### config.mk
export PLATFORM = sky130hd
export DESIGN_NAME = conv_host_sequencer
export DESIGN_NICKNAME = d
export VERILOG_FILES = /design/src/rtl/conv_host_pkg.sv /design/src/rtl/conv_host_watchdog.sv /design/src/rtl/conv_host_sequencer.sv
export SDC_FILE = /design/constraint.sdc
export NUM_CORES = 1
export LEC_CHECK = 0
export BUFFER_PORTS_ARGS = -buffer_cell sky130_fd_sc_hd__buf_2
export CAP_MARGIN = 10
export CORE_MARGIN = 2
export CORE_UTILIZATION = 45
export DETAILED_ROUTE_END_ITERATION = 16
export PLACE_DENSITY = 0.72
export SETUP_SLACK_MARGIN = 0.15
export SLEW_MARGIN = 10
export SYNTH_ARGS = -nofsm -noshare
export SYNTH_HDL_FRONTEND = slang
export SYNTH_HIERARCHICAL = 1
export SYNTH_SLANG_ARGS = --single-unit
### constraint.sdc
create_clock -name clk -period 2.1 [get_ports clk]
set_clock_uncertainty 0.15 [all_clocks]
set_input_delay 0.315 -clock clk [delete_from_list [all_inputs] [get_ports clk]]
set_output_delay 0.315 -clock clk [all_outputs]
set_load 0.01 [all_outputs]
### src/rtl/conv_host_pkg.sv
// Shared definitions for the convolution coprocessor host sequencer.
// Holds the sequencer state encoding, the memory width constants that
// match the coprocessor, and the default kernel length / watchdog limit.
package conv_host_pkg;

  localparam int CONV_DW_Y     = 8;     // memory Y data width
  localparam int CONV_AW_Y     = 5;     // memory Y address width
  localparam int CONV_DW_Z     = 16;    // memory Z data width
  localparam int CONV_AW_Z     = 6;     // memory Z address width
  localparam int CONV_SIZE_H   = 5;     // kernel length
  localparam int CONV_TIMEOUT  = 1023;  // watchdog limit in WAIT cycles

  typedef enum logic [2:0] {
    ST_IDLE    = 3'd0,
    ST_LOAD    = 3'd1,
    ST_START   = 3'd2,
    ST_WAIT    = 3'd3,
    ST_RD_ADDR = 3'd4,
    ST_RD_WAIT = 3'd5,
    ST_OUT     = 3'd6
  } state_e;

endpackage

### src/rtl/conv_host_watchdog.sv
// Cycle watchdog for the coprocessor wait phase.
// Ports:
//   clk, rstn : clock, synchronous active-low reset
//   clear     : force the count back to zero
//   en        : count one cycle
//   expired   : high during the TIMEOUT_CYCLES-th enabled cycle
module conv_host_watchdog #(
  parameter int TIMEOUT_CYCLES = 1023
) (
  input  logic clk,
  input  logic rstn,
  input  logic clear,
  input  logic en,
  output logic expired
);

  localparam int CNT_W = $clog2(TIMEOUT_CYCLES + 1);
  localparam logic [CNT_W-1:0] LIMIT = CNT_W'(TIMEOUT_CYCLES - 1);

  logic [CNT_W-1:0] cnt_q, cnt_d;

  always_comb begin
    cnt_d = cnt_q;
    if (clear) begin
      cnt_d = '0;
    end else if (en) begin
      cnt_d = cnt_q + 1'b1;
    end
  end

  // The count equals the number of earlier enabled cycles, so the flag
  // rises on the cycle that completes the allowed budget.
  assign expired = en && !clear && (cnt_q == LIMIT);

  always_ff @(posedge clk) begin
    if (!rstn) begin
      cnt_q <= '0;
    end else begin
      cnt_q <= cnt_d;
    end
  end

endmodule

### src/rtl/conv_host_sequencer.sv
// Host-side initiator for the convolution coprocessor.
// Loads a job's Y samples into memory Y, starts the coprocessor, waits for
// its done pulse under a watchdog, then streams size+SIZE_H-1 results from
// memory Z out under valid/ready (one word per three cycles).
// Ports:
//   job_start/job_size          : job request, honoured only when idle
//   in_data/in_valid/in_ready   : Y sample stream
//   memY_we/waddr/wdata         : memory Y write port
//   cop_sizeY/cop_start/busy/done : coprocessor control
//   memZ_raddr/memZ_rdata       : memory Z read port (1-cycle latency)
//   out_data/valid/ready/last   : result stream
//   busy/done/timeout_err       : job status
module conv_host_sequencer
  import conv_host_pkg::*;
#(
  parameter int DATA_WIDTH_MEMY = CONV_DW_Y,
  parameter int ADDR_WIDTH_MEMY = CONV_AW_Y,
  parameter int DATA_WIDTH_MEMZ = CONV_DW_Z,
  parameter int ADDR_WIDTH_MEMZ = CONV_AW_Z,
  parameter int SIZE_H          = CONV_SIZE_H,
  parameter int TIMEOUT_CYCLES  = CONV_TIMEOUT
) (
  input  logic                       clk,
  input  logic                       rstn,
  input  logic                       job_start,
  input  logic [ADDR_WIDTH_MEMY-1:0] job_size,
  input  logic [DATA_WIDTH_MEMY-1:0] in_data,
  input  logic                       in_valid,
  output logic                       in_ready,
  output logic                       memY_we,
  output logic [ADDR_WIDTH_MEMY-1:0] memY_waddr,
  output logic [DATA_WIDTH_MEMY-1:0] memY_wdata,
  output logic [ADDR_WIDTH_MEMY-1:0] cop_sizeY,
  output logic                       cop_start,
  input  logic                       cop_busy,
  input  logic                       cop_done,
  output logic [ADDR_WIDTH_MEMZ-1:0] memZ_raddr,
  input  logic [DATA_WIDTH_MEMZ-1:0] memZ_rdata,
  output logic [DATA_WIDTH_MEMZ-1:0] out_data,
  output logic                       out_valid,
  input  logic                       out_ready,
  output logic                       out_last,
  output logic                       busy,
  output logic                       done,
  output logic                       timeout_err
);

  state_e                     state_q, state_d;
  logic [ADDR_WIDTH_MEMY-1:0] count_q, count_d;
  logic [ADDR_WIDTH_MEMY-1:0] size_q, size_d;
  logic [ADDR_WIDTH_MEMZ-1:0] rd_idx_q, rd_idx_d;
  logic [DATA_WIDTH_MEMZ-1:0] out_data_q, out_data_d;
  logic                       done_q, done_d;
  logic                       terr_q, terr_d;
  logic                       wd_expired;
  logic [ADDR_WIDTH_MEMZ-1:0] z_last;
  logic                       unused_cop_busy;

  // Coprocessor busy is informational only; the done pulse drives the FSM.
  assign unused_cop_busy = cop_busy;

  // Index of the final Z word: size + SIZE_H - 2, widened before the add.
  assign z_last = ADDR_WIDTH_MEMZ'(size_q) + ADDR_WIDTH_MEMZ'(SIZE_H - 2);

  conv_host_watchdog #(
    .TIMEOUT_CYCLES (TIMEOUT_CYCLES)
  ) u_watchdog (
    .clk     (clk),
    .rstn    (rstn),
    .clear   (state_q != ST_WAIT),
    .en      (state_q == ST_WAIT),
    .expired (wd_expired)
  );

  always_comb begin
    state_d    = state_q;
    count_d    = count_q;
    size_d     = size_q;
    rd_idx_d   = rd_idx_q;
    out_data_d = out_data_q;
    done_d     = 1'b0;
    terr_d     = terr_q;
    case (state_q)
      ST_IDLE: begin
        if (job_start) begin
          size_d  = job_size;
          terr_d  = 1'b0;
          count_d = '0;
          if (job_size == '0) begin
            done_d = 1'b1;
          end else begin
            state_d = ST_LOAD;
          end
        end
      end
      ST_LOAD: begin
        if (in_valid) begin
          if (count_q == size_q - 1'b1) begin
            count_d = '0;
            state_d = ST_START;
          end else begin
            count_d = count_q + 1'b1;
          end
        end
      end
      ST_START: state_d = ST_WAIT;
      ST_WAIT: begin
        // A done arriving on the expiry cycle still counts as success.
        if (cop_done) begin
          rd_idx_d = '0;
          state_d  = ST_RD_ADDR;
        end else if (wd_expired) begin
          terr_d  = 1'b1;
          done_d  = 1'b1;
          state_d = ST_IDLE;
        end
      end
      ST_RD_ADDR: state_d = ST_RD_WAIT;
      ST_RD_WAIT: begin
        out_data_d = memZ_rdata;
        state_d    = ST_OUT;
      end
      ST_OUT: begin
        if (out_ready) begin
          if (rd_idx_q == z_last) begin
            done_d  = 1'b1;
            state_d = ST_IDLE;
          end else begin
            rd_idx_d = rd_idx_q + 1'b1;
            state_d  = ST_RD_ADDR;
          end
        end
      end
      default: state_d = ST_IDLE;
    endcase
  end

  always_ff @(posedge clk) begin
    if (!rstn) begin
      state_q    <= ST_IDLE;
      count_q    <= '0;
      size_q     <= '0;
      rd_idx_q   <= '0;
      out_data_q <= '0;
      done_q     <= 1'b0;
      terr_q     <= 1'b0;
    end else begin
      state_q    <= state_d;
      count_q    <= count_d;
      size_q     <= size_d;
      rd_idx_q   <= rd_idx_d;
      out_data_q <= out_data_d;
      done_q     <= done_d;
      terr_q     <= terr_d;
    end
  end

  assign in_ready    = (state_q == ST_LOAD);
  assign memY_we     = (state_q == ST_LOAD) && in_valid;
  assign memY_waddr  = count_q;
  assign memY_wdata  = in_data;
  assign cop_sizeY   = size_q;
  assign cop_start   = (state_q == ST_START);
  assign memZ_raddr  = rd_idx_q;
  assign out_data    = out_data_q;
  assign out_valid   = (state_q == ST_OUT);
  assign out_last    = (state_q == ST_OUT) && (rd_idx_q == z_last);
  assign busy        = (state_q != ST_IDLE);
  assign done        = done_q;
  assign timeout_err = terr_q;

endmodule

==> flow_results.xml, run 1 <==
<?xml version="1.0" encoding="UTF-8"?>
<metrics>
  <group name="timing">
    <metric name="hold_ws" unit="ps">85.4</metric>
    <metric name="setup_ws" unit="ps">-174</metric>
    <metric name="min_period" unit="ps">2270</metric>
    <metric name="hold_viol" unit="">0</metric>
    <metric name="slew-limit-headroom" unit="%">60.4</metric>
    <metric name="setup_repair_after_global_routing_missed_its_margin" unit="">true</metric>
    <metric name="worst_pin_slew" unit="ps">594</metric>
    <metric name="finalSetupViolations" unit="">1</metric>
    <metric name="final-max-slew-violation-count" unit="">0</metric>
    <metric name="finalCritPeriodShare" unit="%">108</metric>
    <metric name="totalNegativeSetupSlack" unit="ps">-174</metric>
    <metric name="fmaxAchievable" unit="MHz">440</metric>
  </group>
  <group name="flow_run">
    <metric name="cap_violations" unit="">0</metric>
  </group>
  <group name="floorplanning">
    <metric name="die_height" unit="µm">77.1</metric>
    <metric name="initial_utilization" unit="%">46.8</metric>
    <metric name="io_pins" unit="">84</metric>
    <metric name="floorplan.die_area" unit="µm²">5940</metric>
    <metric name="core" unit="µm²">5140</metric>
    <metric name="fp-row-count" unit="">26</metric>
    <metric name="floorplan.die.width" unit="µm">77.1</metric>
  </group>
  <group name="detailed_routing">
    <metric name="avgViaCountPerCell" unit="">5.23</metric>
    <metric name="firstDrtPassIters" unit="">4</metric>
    <metric name="avgRoutedWirePerCell" unit="µm">13.4</metric>
    <metric name="postRouteAntennaNets" unit="">0</metric>
    <metric name="routed-via-count" unit="">2375</metric>
    <metric name="drcViolationCount" unit="">0</metric>
    <metric name="dr.first_iter.drc_count" unit="">111</metric>
    <metric name="detailed_route_wl" unit="µm">6090</metric>
  </group>
  <group name="clock_tree">
    <metric name="clk_pin_slew" unit="ps">100</metric>
    <metric name="cts_tree" unit="">built</metric>
    <metric name="buffers_from_clock_root_to_sink_at_most" unit="">2</metric>
    <metric name="cts_sinks" unit="">47</metric>
    <metric name="h_tree_lvl_count" unit="">2</metric>
    <metric name="clk_latency" unit="ps">300</metric>
    <metric name="ctsRootBufferMaster" unit="">clkbuf_8</metric>
    <metric name="post_cts_hold_buffer_count" unit="">0</metric>
    <metric name="cts_buffers" unit="">5</metric>
  </group>
  <group name="pwr">
    <metric name="powerDensity" unit="nW/µm²">683</metric>
    <metric name="netSwitchingPower" unit="mW">0.735</metric>
    <metric name="power.share.sequential" unit="%">43.7</metric>
    <metric name="power.switching_fraction" unit="%">33.2</metric>
    <metric name="power.share.combinational" unit="%">29.8</metric>
    <metric name="worst_vdd_drop" unit="µV">397</metric>
    <metric name="power.clock.fraction" unit="%">26.5</metric>
    <metric name="p_int" unit="mW">1.48</metric>
    <metric name="p_leak" unit="nW">1.37</metric>
  </group>
  <group name="critical_path">
    <metric name="worst_path_largest_cell_delay" unit="ps">360</metric>
    <metric name="critical_path_s_slowest_cell" unit="">dfxtp_4</metric>
    <metric name="cell_chain_critical_path" unit="">buf_6 -&gt; o2111ai_4 -&gt; xor2_1 -&gt; nand4_1 -&gt; buf_4 -&gt; nor4_4 -&gt; buf_2</metric>
    <metric name="worst_ep_arrival_time" unit="ps">1810</metric>
    <metric name="required_time_of_the_worst_setup_path" unit="ps">1630</metric>
    <metric name="crit_type" unit="">flip-flop to output port</metric>
    <metric name="timing.critical_path.from_type" unit="">flip-flop</metric>
    <metric name="worst_setup_path_end_kind" unit="">output port</metric>
    <metric name="timing.critical_path.fanout_max" unit="">3</metric>
  </group>
  <group name="layout">
    <metric name="most_frequent_standard_cell_in_the_layout_excluding_fill_and_tap_cells" unit="">buf_2</metric>
    <metric name="layout.nets" unit="">424</metric>
    <metric name="diodes" unit="">0</metric>
    <metric name="layout.cells.most_common_list" unit="">buf_2, nand2_1, dfxtp_1</metric>
    <metric name="layout-drive-gt1-share" unit="%">35.9</metric>
    <metric name="flow.area_growth_from_synthesis" unit="%">34.8</metric>
    <metric name="final.fill_count" unit="">447</metric>
  </group>
  <group name="global_route">
    <metric name="grt_first_pass_wirelength" unit="µm">10000</metric>
    <metric name="overflow" unit="">0</metric>
    <metric name="grt_antenna_before_repair" unit="">0</metric>
    <metric name="globalRouteTotalUtil" unit="%">20.4</metric>
    <metric name="first_global_vias" unit="">2179</metric>
    <metric name="pin_count_of_the_biggest_net_entering_global_routing" unit="">19</metric>
  </group>
  <group name="placed_design">
    <metric name="pre_cts_ws" unit="ps">-8.85</metric>
    <metric name="io_buffers" unit="">66</metric>
    <metric name="hpwlAfterDp" unit="µm">4180</metric>
    <metric name="gp_routability_congestion" unit="">0.776</metric>
  </group>
  <group name="synth">
    <metric name="synth.avg_cell_area" unit="µm²">7.94</metric>
    <metric name="ys_async_sr_fraction" unit="%">0</metric>
    <metric name="syn_inst" unit="">303</metric>
    <metric name="synth.ff_latch_count" unit="">47</metric>
    <metric name="dominant_synthesized_flop_cell" unit="">dfxtp_1</metric>
    <metric name="yosys_warnings" unit="">6</metric>
    <metric name="synth_nets" unit="">344</metric>
    <metric name="synthesized_area" unit="µm²">2400</metric>
    <metric name="synth_sequential_area_ratio" unit="%">39.1</metric>
    <metric name="netlist-cell-type-count" unit="">46</metric>
    <metric name="synth_edf_count" unit="">0</metric>
  </group>
  <group name="status">
    <metric name="run_status" unit="">finished, violations left</metric>
    <metric name="failing_checks" unit="">setup timing</metric>
  </group>
  <group name="min_path">
    <metric name="hp-class" unit="">input pin to flip-flop</metric>
  </group>
</metrics>
## cell usage after synthesis (4+ instances only)
| cell | number | share of area, % |
|---|---|---|
| nand2_1 | 57 | 8.9 |
| dfxtp_1 | 47 | 39 |
| a21oi_1 | 31 | 6.5 |
| nor2_1 | 22 | 3.4 |
| clkbuf_1 | 11 | 1.7 |
| inv_1 | 9 | 1.4 |
| xnor2_1 | 9 | 3.3 |
| buf_4 | 8 | 2.5 |
| xor2_1 | 8 | 2.9 |
| nand4_1 | 7 | 1.8 |
| o21ai_0 | 7 | 1.5 |
| o21ai_1 | 7 | 1.5 |
| mux2i_1 | 6 | 2.5 |
| nand3_1 | 6 | 1.2 |
| ha_1 | 5 | 2.6 |
| nor2b_1 | 5 | 1.3 |
| nor3_1 | 5 | 1.0 |
| o31ai_1 | 5 | 1.6 |
| a211oi_1 | 4 | 1.2 |
| nor4_1 | 4 | 1.0 |
## layer usage
| metal | routed length (µm) | GRT usage, % | up-vias |
|---|---|---|---|
| met2 | 2830 | 33.7 | 71 |
| met4 | 61 | 4.46 | 0 |
| li1 | - | - | 1206 |
| met1 | 2770 | 27.1 | 1090 |
| met5 | 0 | 0 | - |
| met3 | 423 | 4.82 | 8 |
## cells by family (layout without fill, tap and decap cells)
logic type | after synthesis | in the layout | share of synthesized area [%]
buffers and inverters | 33 | 113 | 6.82
multiplexers | 6 | 6 | 2.50
AND/OR/NAND/NOR | 129 | 129 | 26.6
AO/OA/AOI/OAI | 66 | 67 | 16.2
XOR/XNOR | 17 | 17 | 6.19
adder cells (fa/ha/maj) | 5 | 5 | 2.60
flip-flops | 47 | 47 | 39.1
## metrics by stage
| step | std cells | instance area (µm²) | utilization [%] | power, mW |
|---|---|---|---|---|
| final | 454 | 3240 | 63.0 | 2.21 |
| after global routing | 454 | 3240 | 63.0 | 2.33 |
| after floorplan | 303 | 2450 | - | 1.33 |
| after detailed placement | 437 | 2900 | 56.4 | 1.51 |
| after global placement | 437 | 2900 | 56.4 | 1.50 |
| after CTS | 449 | 3080 | 60.0 | 2.15 |
## flip-flops by register name, indices dropped and copies added (netlist names)
signal,cells
timeout_err,1
memZ_raddr,6
state_q,3
cop_sizeY,5
memY_waddr,5
u_watchdog/cnt_q,10
done,1
out_data,16
## power groups by stage
stage | Combinational [mW] | Sequential, mW | Clock (mW)
global route | 0.715 | 0.972 | 0.646
finish | 0.659 | 0.967 | 0.588
floorplan | 0.340 | 0.986 | 0
CTS | 0.575 | 0.963 | 0.613
detailed placement | 0.535 | 0.980 | 0
global placement | 0.524 | 0.979 | 0
## what timing repair did
| item | in CTS | in global routing |
|---|---|---|
| pin swaps | 10 | 13 |
| resized for setup | 14 | 21 |
| cloned | 0 | 1 |
| setup endpoints to repair | 17 | 18 |
| buffers inserted | 4 | 4 |
## worst max-delay path: cells and delay by family (launching register included)
family	cells	cell delay [ps]
buffers and inverters	3	460
flip-flops	1	360
AND/OR/NAND/NOR	2	330
AO/OA/AOI/OAI	1	180
XOR/XNOR	1	180
## final timing paths
check | from | endpoint | slack [ps] | cells past startpoint
worst min-delay path | memZ_rdata[5] | out_data[5]$_SDFFE_PN0P_ | 90 | 3
worst min register to register | out_data[1]$_SDFFE_PN0P_ | out_data[1]$_SDFFE_PN0P_ | 310 | 2
worst max-delay path | cop_sizeY[1]$_SDFFE_PN0P_ | out_last | -170 | 7
worst max register to register | cop_sizeY[0]$_SDFFE_PN0P_ | memZ_raddr[5]$_SDFFE_PN0P_ | 40 | 8
## cell type report
type | instances | area, µm² | share of cell area [%]
clock buffer | 5 | 68.8 | 2.12
multi-input combinational | 224 | 1500 | 46.4
tap | 70 | 87.6 | 2.70
timing repair buffer | 94 | 559 | 17.3
inverter | 11 | 41.3 | 1.27
clock inverter | 3 | 26.3 | 0.811
sequential | 47 | 953 | 29.4
(Power assumes the default switching activity.)
==> run 2, diff against run 1 <==
- SYNTH_HIERARCHICAL: 1 -> unset
==> run 2 against run 1 <==
  * The flow still finishes with violations (setup timing)
  * Register-to-register slack better by 20 ps
  * Clock-buffer cell count up 3
  * Clock power up 0.7%
  * Wire length down 8.0%
  * Global-route usage down 1.9 points
  * First-iteration DRC count down 8.1%
  * Non-clock buffer count down 4
  * Final area down 4.3%
  * Die area up 2.4%
  * Synthesized cell count down 5.3%
  * Sequential power up 9.6%
  * Critical endpoint unchanged
  * Largest power group unchanged
==> flow_results.xml, run 2 <==
<?xml version="1.0" encoding="UTF-8"?>
<metrics>
  <group name="timing">
    <metric name="fmaxAchievable" unit="MHz">453</metric>
    <metric name="setup_ws" unit="ps">-106</metric>
    <metric name="finalCritPeriodShare" unit="%">105</metric>
    <metric name="final-max-slew-violation-count" unit="">0</metric>
    <metric name="min_period" unit="ps">2210</metric>
    <metric name="finalSetupViolations" unit="">1</metric>
    <metric name="totalNegativeSetupSlack" unit="ps">-106</metric>
    <metric name="slew-limit-headroom" unit="%">65.0</metric>
    <metric name="worst_pin_slew" unit="ps">525</metric>
    <metric name="hold_viol" unit="">0</metric>
    <metric name="setup_repair_after_global_routing_missed_its_margin" unit="">true</metric>
  </group>
  <group name="global_route">
    <metric name="grtUsageMet2" unit="%">30.9</metric>
    <metric name="grt_use_met1" unit="%">23.2</metric>
    <metric name="pin_count_of_the_biggest_net_entering_global_routing" unit="">19</metric>
    <metric name="overflow" unit="">0</metric>
    <metric name="first_global_vias" unit="">2045</metric>
    <metric name="globalRouteTotalUtil" unit="%">18.5</metric>
    <metric name="grt_antenna_before_repair" unit="">0</metric>
    <metric name="grt_first_pass_wirelength" unit="µm">9030</metric>
    <metric name="globalRouteMet3Util" unit="%">5.86</metric>
    <metric name="grt_busiest_layer" unit="">met2</metric>
  </group>
  <group name="placed_design">
    <metric name="hpwlAfterDp" unit="µm">4040</metric>
    <metric name="gp_routability_congestion" unit="">0.823</metric>
    <metric name="pre_cts_ws" unit="ps">-8.38</metric>
    <metric name="io_buffers" unit="">66</metric>
  </group>
  <group name="synth">
    <metric name="synth_edf_count" unit="">0</metric>
    <metric name="yosysTopAreaCell" unit="">dfxtp_1</metric>
    <metric name="synth_nets" unit="">328</metric>
    <metric name="synth_sequential_area_ratio" unit="%">38.2</metric>
    <metric name="yosysMostFrequentCell" unit="">nand2_1</metric>
    <metric name="synthTopCellsByArea" unit="">dfxtp_1, nand2_1, xor2_1</metric>
    <metric name="syn_inst" unit="">287</metric>
    <metric name="synth_top_area_share" unit="%">38.2</metric>
    <metric name="synthesized_area" unit="µm²">2460</metric>
    <metric name="synth.ff_latch_count" unit="">47</metric>
    <metric name="dominant_synthesized_flop_cell" unit="">dfxtp_1</metric>
    <metric name="yosys_warnings" unit="">0</metric>
    <metric name="netlist_top_cells_count" unit="">nand2_1, dfxtp_1, nor2_1</metric>
    <metric name="synth.avg_cell_area" unit="µm²">8.59</metric>
    <metric name="ys_async_sr_fraction" unit="%">0</metric>
    <metric name="netlist-cell-type-count" unit="">45</metric>
  </group>
  <group name="layout">
    <metric name="layout.nets" unit="">405</metric>
    <metric name="diodes" unit="">0</metric>
    <metric name="largest_register_ffs" unit="">16</metric>
    <metric name="most_frequent_standard_cell_in_the_layout_excluding_fill_and_tap_cells" unit="">buf_2</metric>
    <metric name="layout.cells.most_common_list" unit="">buf_2, nand2_1, dfxtp_1</metric>
    <metric name="flow.area_growth_from_synthesis" unit="%">25.8</metric>
    <metric name="layout-drive-gt1-share" unit="%">33.7</metric>
  </group>
  <group name="detailed_routing">
    <metric name="firstDrtPassIters" unit="">4</metric>
    <metric name="avgViaCountPerCell" unit="">5.06</metric>
    <metric name="routed-via-count" unit="">2199</metric>
    <metric name="postRouteAntennaNets" unit="">0</metric>
    <metric name="drcViolationCount" unit="">0</metric>
    <metric name="dr.first_iter.drc_count" unit="">102</metric>
    <metric name="avgRoutedWirePerCell" unit="µm">12.9</metric>
    <metric name="detailed_route_wl" unit="µm">5600</metric>
  </group>
  <group name="min_path">
    <metric name="hold-path-endpoint" unit="">out_data[14]$_SDFFE_PN0N_</metric>
    <metric name="hold_depth" unit="">3</metric>
    <metric name="hold_path_startpoint" unit="">memZ_rdata[14]</metric>
    <metric name="hp-class" unit="">input pin to flip-flop</metric>
  </group>
  <group name="pwr">
    <metric name="worst_vdd_drop" unit="µV">467</metric>
    <metric name="p_total" unit="mW">2.54</metric>
    <metric name="p_leak" unit="nW">1.38</metric>
    <metric name="powerDensity" unit="nW/µm²">818</metric>
  </group>
  <group name="floorplanning">
    <metric name="core" unit="µm²">5200</metric>
    <metric name="fp-row-count" unit="">26</metric>
    <metric name="initial_utilization" unit="%">47.4</metric>
    <metric name="floorplan.die_area" unit="µm²">6090</metric>
    <metric name="die_height" unit="µm">78.0</metric>
    <metric name="floorplan.die.width" unit="µm">78.0</metric>
    <metric name="io_pins" unit="">84</metric>
  </group>
  <group name="critical_path">
    <metric name="worst_ep_arrival_time" unit="ps">1740</metric>
    <metric name="r2r_cells" unit="">8</metric>
    <metric name="worstReg2RegStart" unit="">cop_sizeY[1]$_SDFFE_PN0P_</metric>
    <metric name="required_time_of_the_worst_setup_path" unit="ps">1630</metric>
    <metric name="worst_setup_path_end_kind" unit="">output port</metric>
    <metric name="timing.reg2reg.setup_slack" unit="ps">60</metric>
    <metric name="crit_type" unit="">flip-flop to output port</metric>
    <metric name="r2r-end" unit="">memZ_raddr[5]$_SDFFE_PN0P_</metric>
    <metric name="timing.critical_path.from_type" unit="">flip-flop</metric>
    <metric name="timing.critical_path.fanout_max" unit="">5</metric>
  </group>
  <group name="clock_tree">
    <metric name="h_tree_lvl_count" unit="">2</metric>
    <metric name="clk_pin_slew" unit="ps">80</metric>
    <metric name="clk_latency" unit="ps">300</metric>
    <metric name="ctsRootBufferMaster" unit="">clkbuf_8</metric>
    <metric name="buffers_from_clock_root_to_sink_at_most" unit="">2</metric>
    <metric name="cts_sinks" unit="">47</metric>
    <metric name="cts_buffers" unit="">5</metric>
    <metric name="cts_tree" unit="">built</metric>
  </group>
  <group name="status">
    <metric name="failing_checks" unit="">setup timing</metric>
    <metric name="run_status" unit="">finished, violations left</metric>
  </group>
  <group name="flow_run">
    <metric name="cap_violations" unit="">0</metric>
  </group>
</metrics>
run 2: cell families (layout without fill, tap and decap cells):
| kind of cell | Yosys count | count (layout) | share of synthesized area, % |
|---|---|---|---|
| XOR/XNOR | 25 | 25 | 8.88 |
| AO/OA/AOI/OAI | 42 | 42 | 13.2 |
| adder cells (fa/ha/maj) | 5 | 5 | 2.54 |
| multiplexers | 10 | 10 | 4.06 |
| AND/OR/NAND/NOR | 128 | 128 | 25.9 |
| buffers and inverters | 30 | 108 | 7.16 |
| flip-flops | 47 | 47 | 38.2 |
run 2: through the flow:
step                      hold WS, ps  area, µm²  instances  utilization [%]
after global placement            297       2890        420             55.5
after floorplan                   291       2480        287                -
after global routing             95.5       3100        435             59.6
after CTS                         101       3050        434             58.6
final                             109       3100        435             59.6
after detailed placement          303       2890        420             55.5
run 2: repair_timing:
item                       CTS  global route
setup buffers                6             1
gates resized for setup     10            12
setup endpoints to repair   11            12
pin swaps                    9             5
hold buffers                 0             0
run 2: worst max-delay path by stage:
stage	from	endpoint	slack (ps)	cells past startpoint
final	cop_sizeY[1]$_SDFFE_PN0P_	out_last	-110	6
after global routing	cop_sizeY[0]$_SDFFE_PN0P_	out_last	-210	6
after CTS	cop_sizeY[0]$_SDFFE_PN0P_	out_last	-180	7
after detailed placement	cop_sizeY[0]$_SDFFE_PN0P_	memZ_raddr[5]$_SDFFE_PN0P_	-8	8
after global placement	cop_sizeY[0]$_SDFFE_PN0P_	memZ_raddr[5]$_SDFFE_PN0P_	50	8
after floorplan	cop_sizeY[0]$_SDFFE_PN0P_	memZ_raddr[5]$_SDFFE_PN0P_	90	9
run 2: per-layer routing:
metal	wire [µm]	vias to the layer above	share of wire [%]
li1	-	1109	-
met5	0	-	0
met3	384	8	6.9
met4	58	0	1.0
met1	2580	1013	46
met2	2580	69	46
run 2: worst max-delay path, stage by stage, from the launching register on:
cell and delay [ps]:
dfxtp_4 360, buf_4 150, o21ai_1 160, xnor2_1 130, nor4_4 320, and3_4 230, buf_6 100
run 2: area by class of cell:
class	count	area [µm²]
Fill cell	475	2100
Multi-Input combinational cell	210	1400
Sequential cell	47	963
Timing Repair Buffer	90	517
Clock buffer	8	100
Tap cell	70	87.6
Inverter	10	37.5
run 2: power breakdown:
| group | switching (mW) | internal [mW] | leakage (nW) | total [mW] |
|---|---|---|---|---|
| Sequential | 0.0968 | 0.959 | 0.385 | 1.06 |
| Combinational | 0.446 | 0.444 | 0.946 | 0.890 |
| Clock | 0.292 | 0.301 | 0.0515 | 0.592 |
| Total | 0.834 | 1.70 | 1.38 | 2.54 |
==> run 3, diff against run 2 <==
- ABC_AREA: unset -> 1
==> run 3 against run 2 <==
  * The flow still finishes with violations (setup timing)
  * Clock-buffer cell count shrank 2
  * Critical path depth grew 5
  * Via count grew 7.7%
  * Global-route usage grew 0.50 points
  * Highest routed layer unchanged
==> flow_results.xml, run 3 <==
<?xml version="1.0" encoding="UTF-8"?>
<metrics>
  <group name="global_route">
    <metric name="globalRouteTotalUtil" unit="%">19.0</metric>
    <metric name="grt_antenna_before_repair" unit="">0</metric>
    <metric name="pin_count_of_the_biggest_net_entering_global_routing" unit="">33</metric>
    <metric name="overflow" unit="">0</metric>
    <metric name="grt_first_pass_wirelength" unit="µm">9560</metric>
    <metric name="first_global_vias" unit="">2142</metric>
  </group>
  <group name="floorplanning">
    <metric name="fp-row-count" unit="">26</metric>
    <metric name="initial_utilization" unit="%">47.5</metric>
    <metric name="core" unit="µm²">5200</metric>
    <metric name="floorplan.die_area" unit="µm²">6100</metric>
    <metric name="floorplan.die.width" unit="µm">78.1</metric>
    <metric name="die_height" unit="µm">78.1</metric>
    <metric name="io_pins" unit="">84</metric>
  </group>
  <group name="detailed_routing">
    <metric name="route.met2.wl" unit="µm">2690</metric>
    <metric name="avgRoutedWirePerCell" unit="µm">11.5</metric>
    <metric name="top_signal_layer_used" unit="">met4</metric>
    <metric name="detailed_route_wl" unit="µm">5590</metric>
    <metric name="routed-wl-met3" unit="µm">368</metric>
    <metric name="routed-via-count" unit="">2368</metric>
    <metric name="avgViaCountPerCell" unit="">4.86</metric>
    <metric name="drcViolationCount" unit="">0</metric>
    <metric name="firstDrtPassIters" unit="">4</metric>
    <metric name="postRouteAntennaNets" unit="">0</metric>
    <metric name="dr.first_iter.drc_count" unit="">90</metric>
    <metric name="met1Wirelength" unit="µm">2500</metric>
  </group>
  <group name="synth">
    <metric name="synth.avg_cell_area" unit="µm²">7.08</metric>
    <metric name="dominant_synthesized_flop_cell" unit="">dfxtp_1</metric>
    <metric name="synth_top_area_share" unit="%">38.1</metric>
    <metric name="syn_inst" unit="">349</metric>
    <metric name="synth.ff_latch_count" unit="">47</metric>
    <metric name="ys_async_sr_fraction" unit="%">0</metric>
    <metric name="synthTopCellsByArea" unit="">dfxtp_1, nand2_1, a21oi_1</metric>
    <metric name="yosysTopAreaCell" unit="">dfxtp_1</metric>
    <metric name="synth_sequential_area_ratio" unit="%">38.1</metric>
    <metric name="synth_edf_count" unit="">0</metric>
    <metric name="yosysMostFrequentCell" unit="">nand2_1</metric>
    <metric name="synth_nets" unit="">390</metric>
    <metric name="synthesized_area" unit="µm²">2470</metric>
    <metric name="netlist_top_cells_count" unit="">nand2_1, dfxtp_1, inv_1</metric>
    <metric name="netlist-cell-type-count" unit="">35</metric>
    <metric name="yosys_warnings" unit="">0</metric>
  </group>
  <group name="layout">
    <metric name="finalNonFillerCells" unit="">487</metric>
    <metric name="layout.nets" unit="">457</metric>
    <metric name="layout.cells.most_common_list" unit="">buf_2, nand2_1, dfxtp_1</metric>
    <metric name="end_of_flow_core_utilization" unit="%">60.6</metric>
    <metric name="flow.area_growth_from_synthesis" unit="%">27.8</metric>
    <metric name="layout-drive-gt1-share" unit="%">31.9</metric>
    <metric name="most_frequent_standard_cell_in_the_layout_excluding_fill_and_tap_cells" unit="">buf_2</metric>
    <metric name="final.fill_count" unit="">498</metric>
    <metric name="post-route-cell-area" unit="µm²">3160</metric>
    <metric name="diodes" unit="">0</metric>
    <metric name="largest_register_ffs" unit="">16</metric>
  </group>
  <group name="pwr">
    <metric name="worst_vdd_drop" unit="µV">354</metric>
    <metric name="powerDensity" unit="nW/µm²">893</metric>
    <metric name="p_total" unit="mW">2.82</metric>
    <metric name="p_leak" unit="nW">1.36</metric>
  </group>
  <group name="min_path">
    <metric name="hold_path_startpoint" unit="">memZ_rdata[5]</metric>
    <metric name="hp-class" unit="">input pin to flip-flop</metric>
  </group>
  <group name="placed_design">
    <metric name="hpwlAfterDp" unit="µm">4190</metric>
    <metric name="pre_cts_ws" unit="ps">14.6</metric>
    <metric name="post_dp_cell_area" unit="µm²">2820</metric>
    <metric name="io_buffers" unit="">66</metric>
    <metric name="gp_routability_congestion" unit="">0.854</metric>
    <metric name="placed_cells_incl_taps" unit="">473</metric>
  </group>
  <group name="timing">
    <metric name="fmaxAchievable" unit="MHz">452</metric>
    <metric name="hold_viol" unit="">0</metric>
    <metric name="hold_ws" unit="ps">142</metric>
    <metric name="finalSetupViolations" unit="">7</metric>
    <metric name="setup_repair_after_global_routing_missed_its_margin" unit="">true</metric>
    <metric name="worst_pin_slew" unit="ps">439</metric>
    <metric name="setup_ws" unit="ps">-111</metric>
    <metric name="slew-limit-headroom" unit="%">70.7</metric>
    <metric name="totalNegativeSetupSlack" unit="ps">-718</metric>
    <metric name="finalCritPeriodShare" unit="%">105</metric>
    <metric name="final-max-slew-violation-count" unit="">0</metric>
    <metric name="min_period" unit="ps">2210</metric>
  </group>
  <group name="clock_tree">
    <metric name="clk_latency" unit="ps">300</metric>
    <metric name="clk_pin_slew" unit="ps">90</metric>
    <metric name="h_tree_lvl_count" unit="">2</metric>
    <metric name="cts_buffers" unit="">5</metric>
    <metric name="ctsRootBufferMaster" unit="">clkbuf_8</metric>
    <metric name="cts_sinks" unit="">47</metric>
    <metric name="buffers_from_clock_root_to_sink_at_most" unit="">2</metric>
    <metric name="cts_tree" unit="">built</metric>
  </group>
  <group name="status">
    <metric name="run_status" unit="">finished, violations left</metric>
    <metric name="failing_checks" unit="">setup timing</metric>
  </group>
  <group name="critical_path">
    <metric name="crit_type" unit="">flip-flop to output port</metric>
    <metric name="worstReg2RegStart" unit="">cop_sizeY[0]$_SDFFE_PN0P_</metric>
    <metric name="required_time_of_the_worst_setup_path" unit="ps">1630</metric>
    <metric name="worst_setup_path_end_kind" unit="">output port</metric>
    <metric name="timing.critical_path.from_type" unit="">flip-flop</metric>
    <metric name="timing.critical_path.fanout_max" unit="">3</metric>
    <metric name="worst_ep_arrival_time" unit="ps">1750</metric>
    <metric name="timing.critical_path.from" unit="">cop_sizeY[0]$_SDFFE_PN0P_</metric>
  </group>
  <group name="flow_run">
    <metric name="cap_violations" unit="">0</metric>
  </group>
</metrics>
==> run 3: repair_timing <==
action | 4_1_cts | 5_1_grt
hold buffers | 0 | 0
endpoints found under the hold margin | 0 | 0
buffers inserted | 5 | 1
pin swaps | 8 | 12
endpoints found under the setup margin | 15 | 16
gates resized for setup | 15 | 26
==> run 3: where the power goes <==
part           internal [mW]  leakage (nW)  switching (mW)
Clock                  0.476        0.0654           0.297
Sequential             0.961         0.382           0.112
Combinational          0.396         0.911           0.576
==> run 3: final cells by class <==
cell class                 count  area [µm²]  share of cell area [%]
clock buffer                   6        72.6                    2.30
clock inverter                 2        60.1                    1.90
inverter                      50         190                    6.03
multi-input combinational    235        1370                    43.3
sequential                    47         947                    30.0
tap                           70        87.6                    2.78
timing repair buffer          77         430                    13.6
==> run 3: layer usage <==
metal,vias to the layer above,track usage (%)
li1,1242,-
met1,1062,23.9
met2,61,32.8
met3,3,5.75
met4,0,2.63
met5,-,0
==> run 3: kinds of logic after synthesis <==
group,synth area share (%)
AO/OA/AOI/OAI,13.7
XOR/XNOR,5.32
adder cells (fa/ha/maj),2.53
buffers and inverters,12.1
flip-flops,38.1
AND/OR/NAND/NOR,28.3
==> run 3: path summary, 6_finish.rpt <==
kind / end / slack [ps] / depth (start not counted)
setup reg to reg: memZ_raddr[5]$_SDFFE_PN0P_ / -110 / 17
setup / recovery: out_last / -110 / 11
hold / removal: out_data[5]$_SDFFE_PN0N_ / 140 / 3
hold reg to reg: out_data[5]$_SDFFE_PN0N_ / 290 / 2
==> run 3: critical path: stages, from the launching register on <==
cell	delay [ps]
dfxtp_2	360
inv_2	50
ha_4	270
inv_2	40
nand2_2	50
nand2_1	40
nor2_1	90
nand2_1	60
nor2_2	110
nand3_2	130
nor2_4	130
buf_6	110
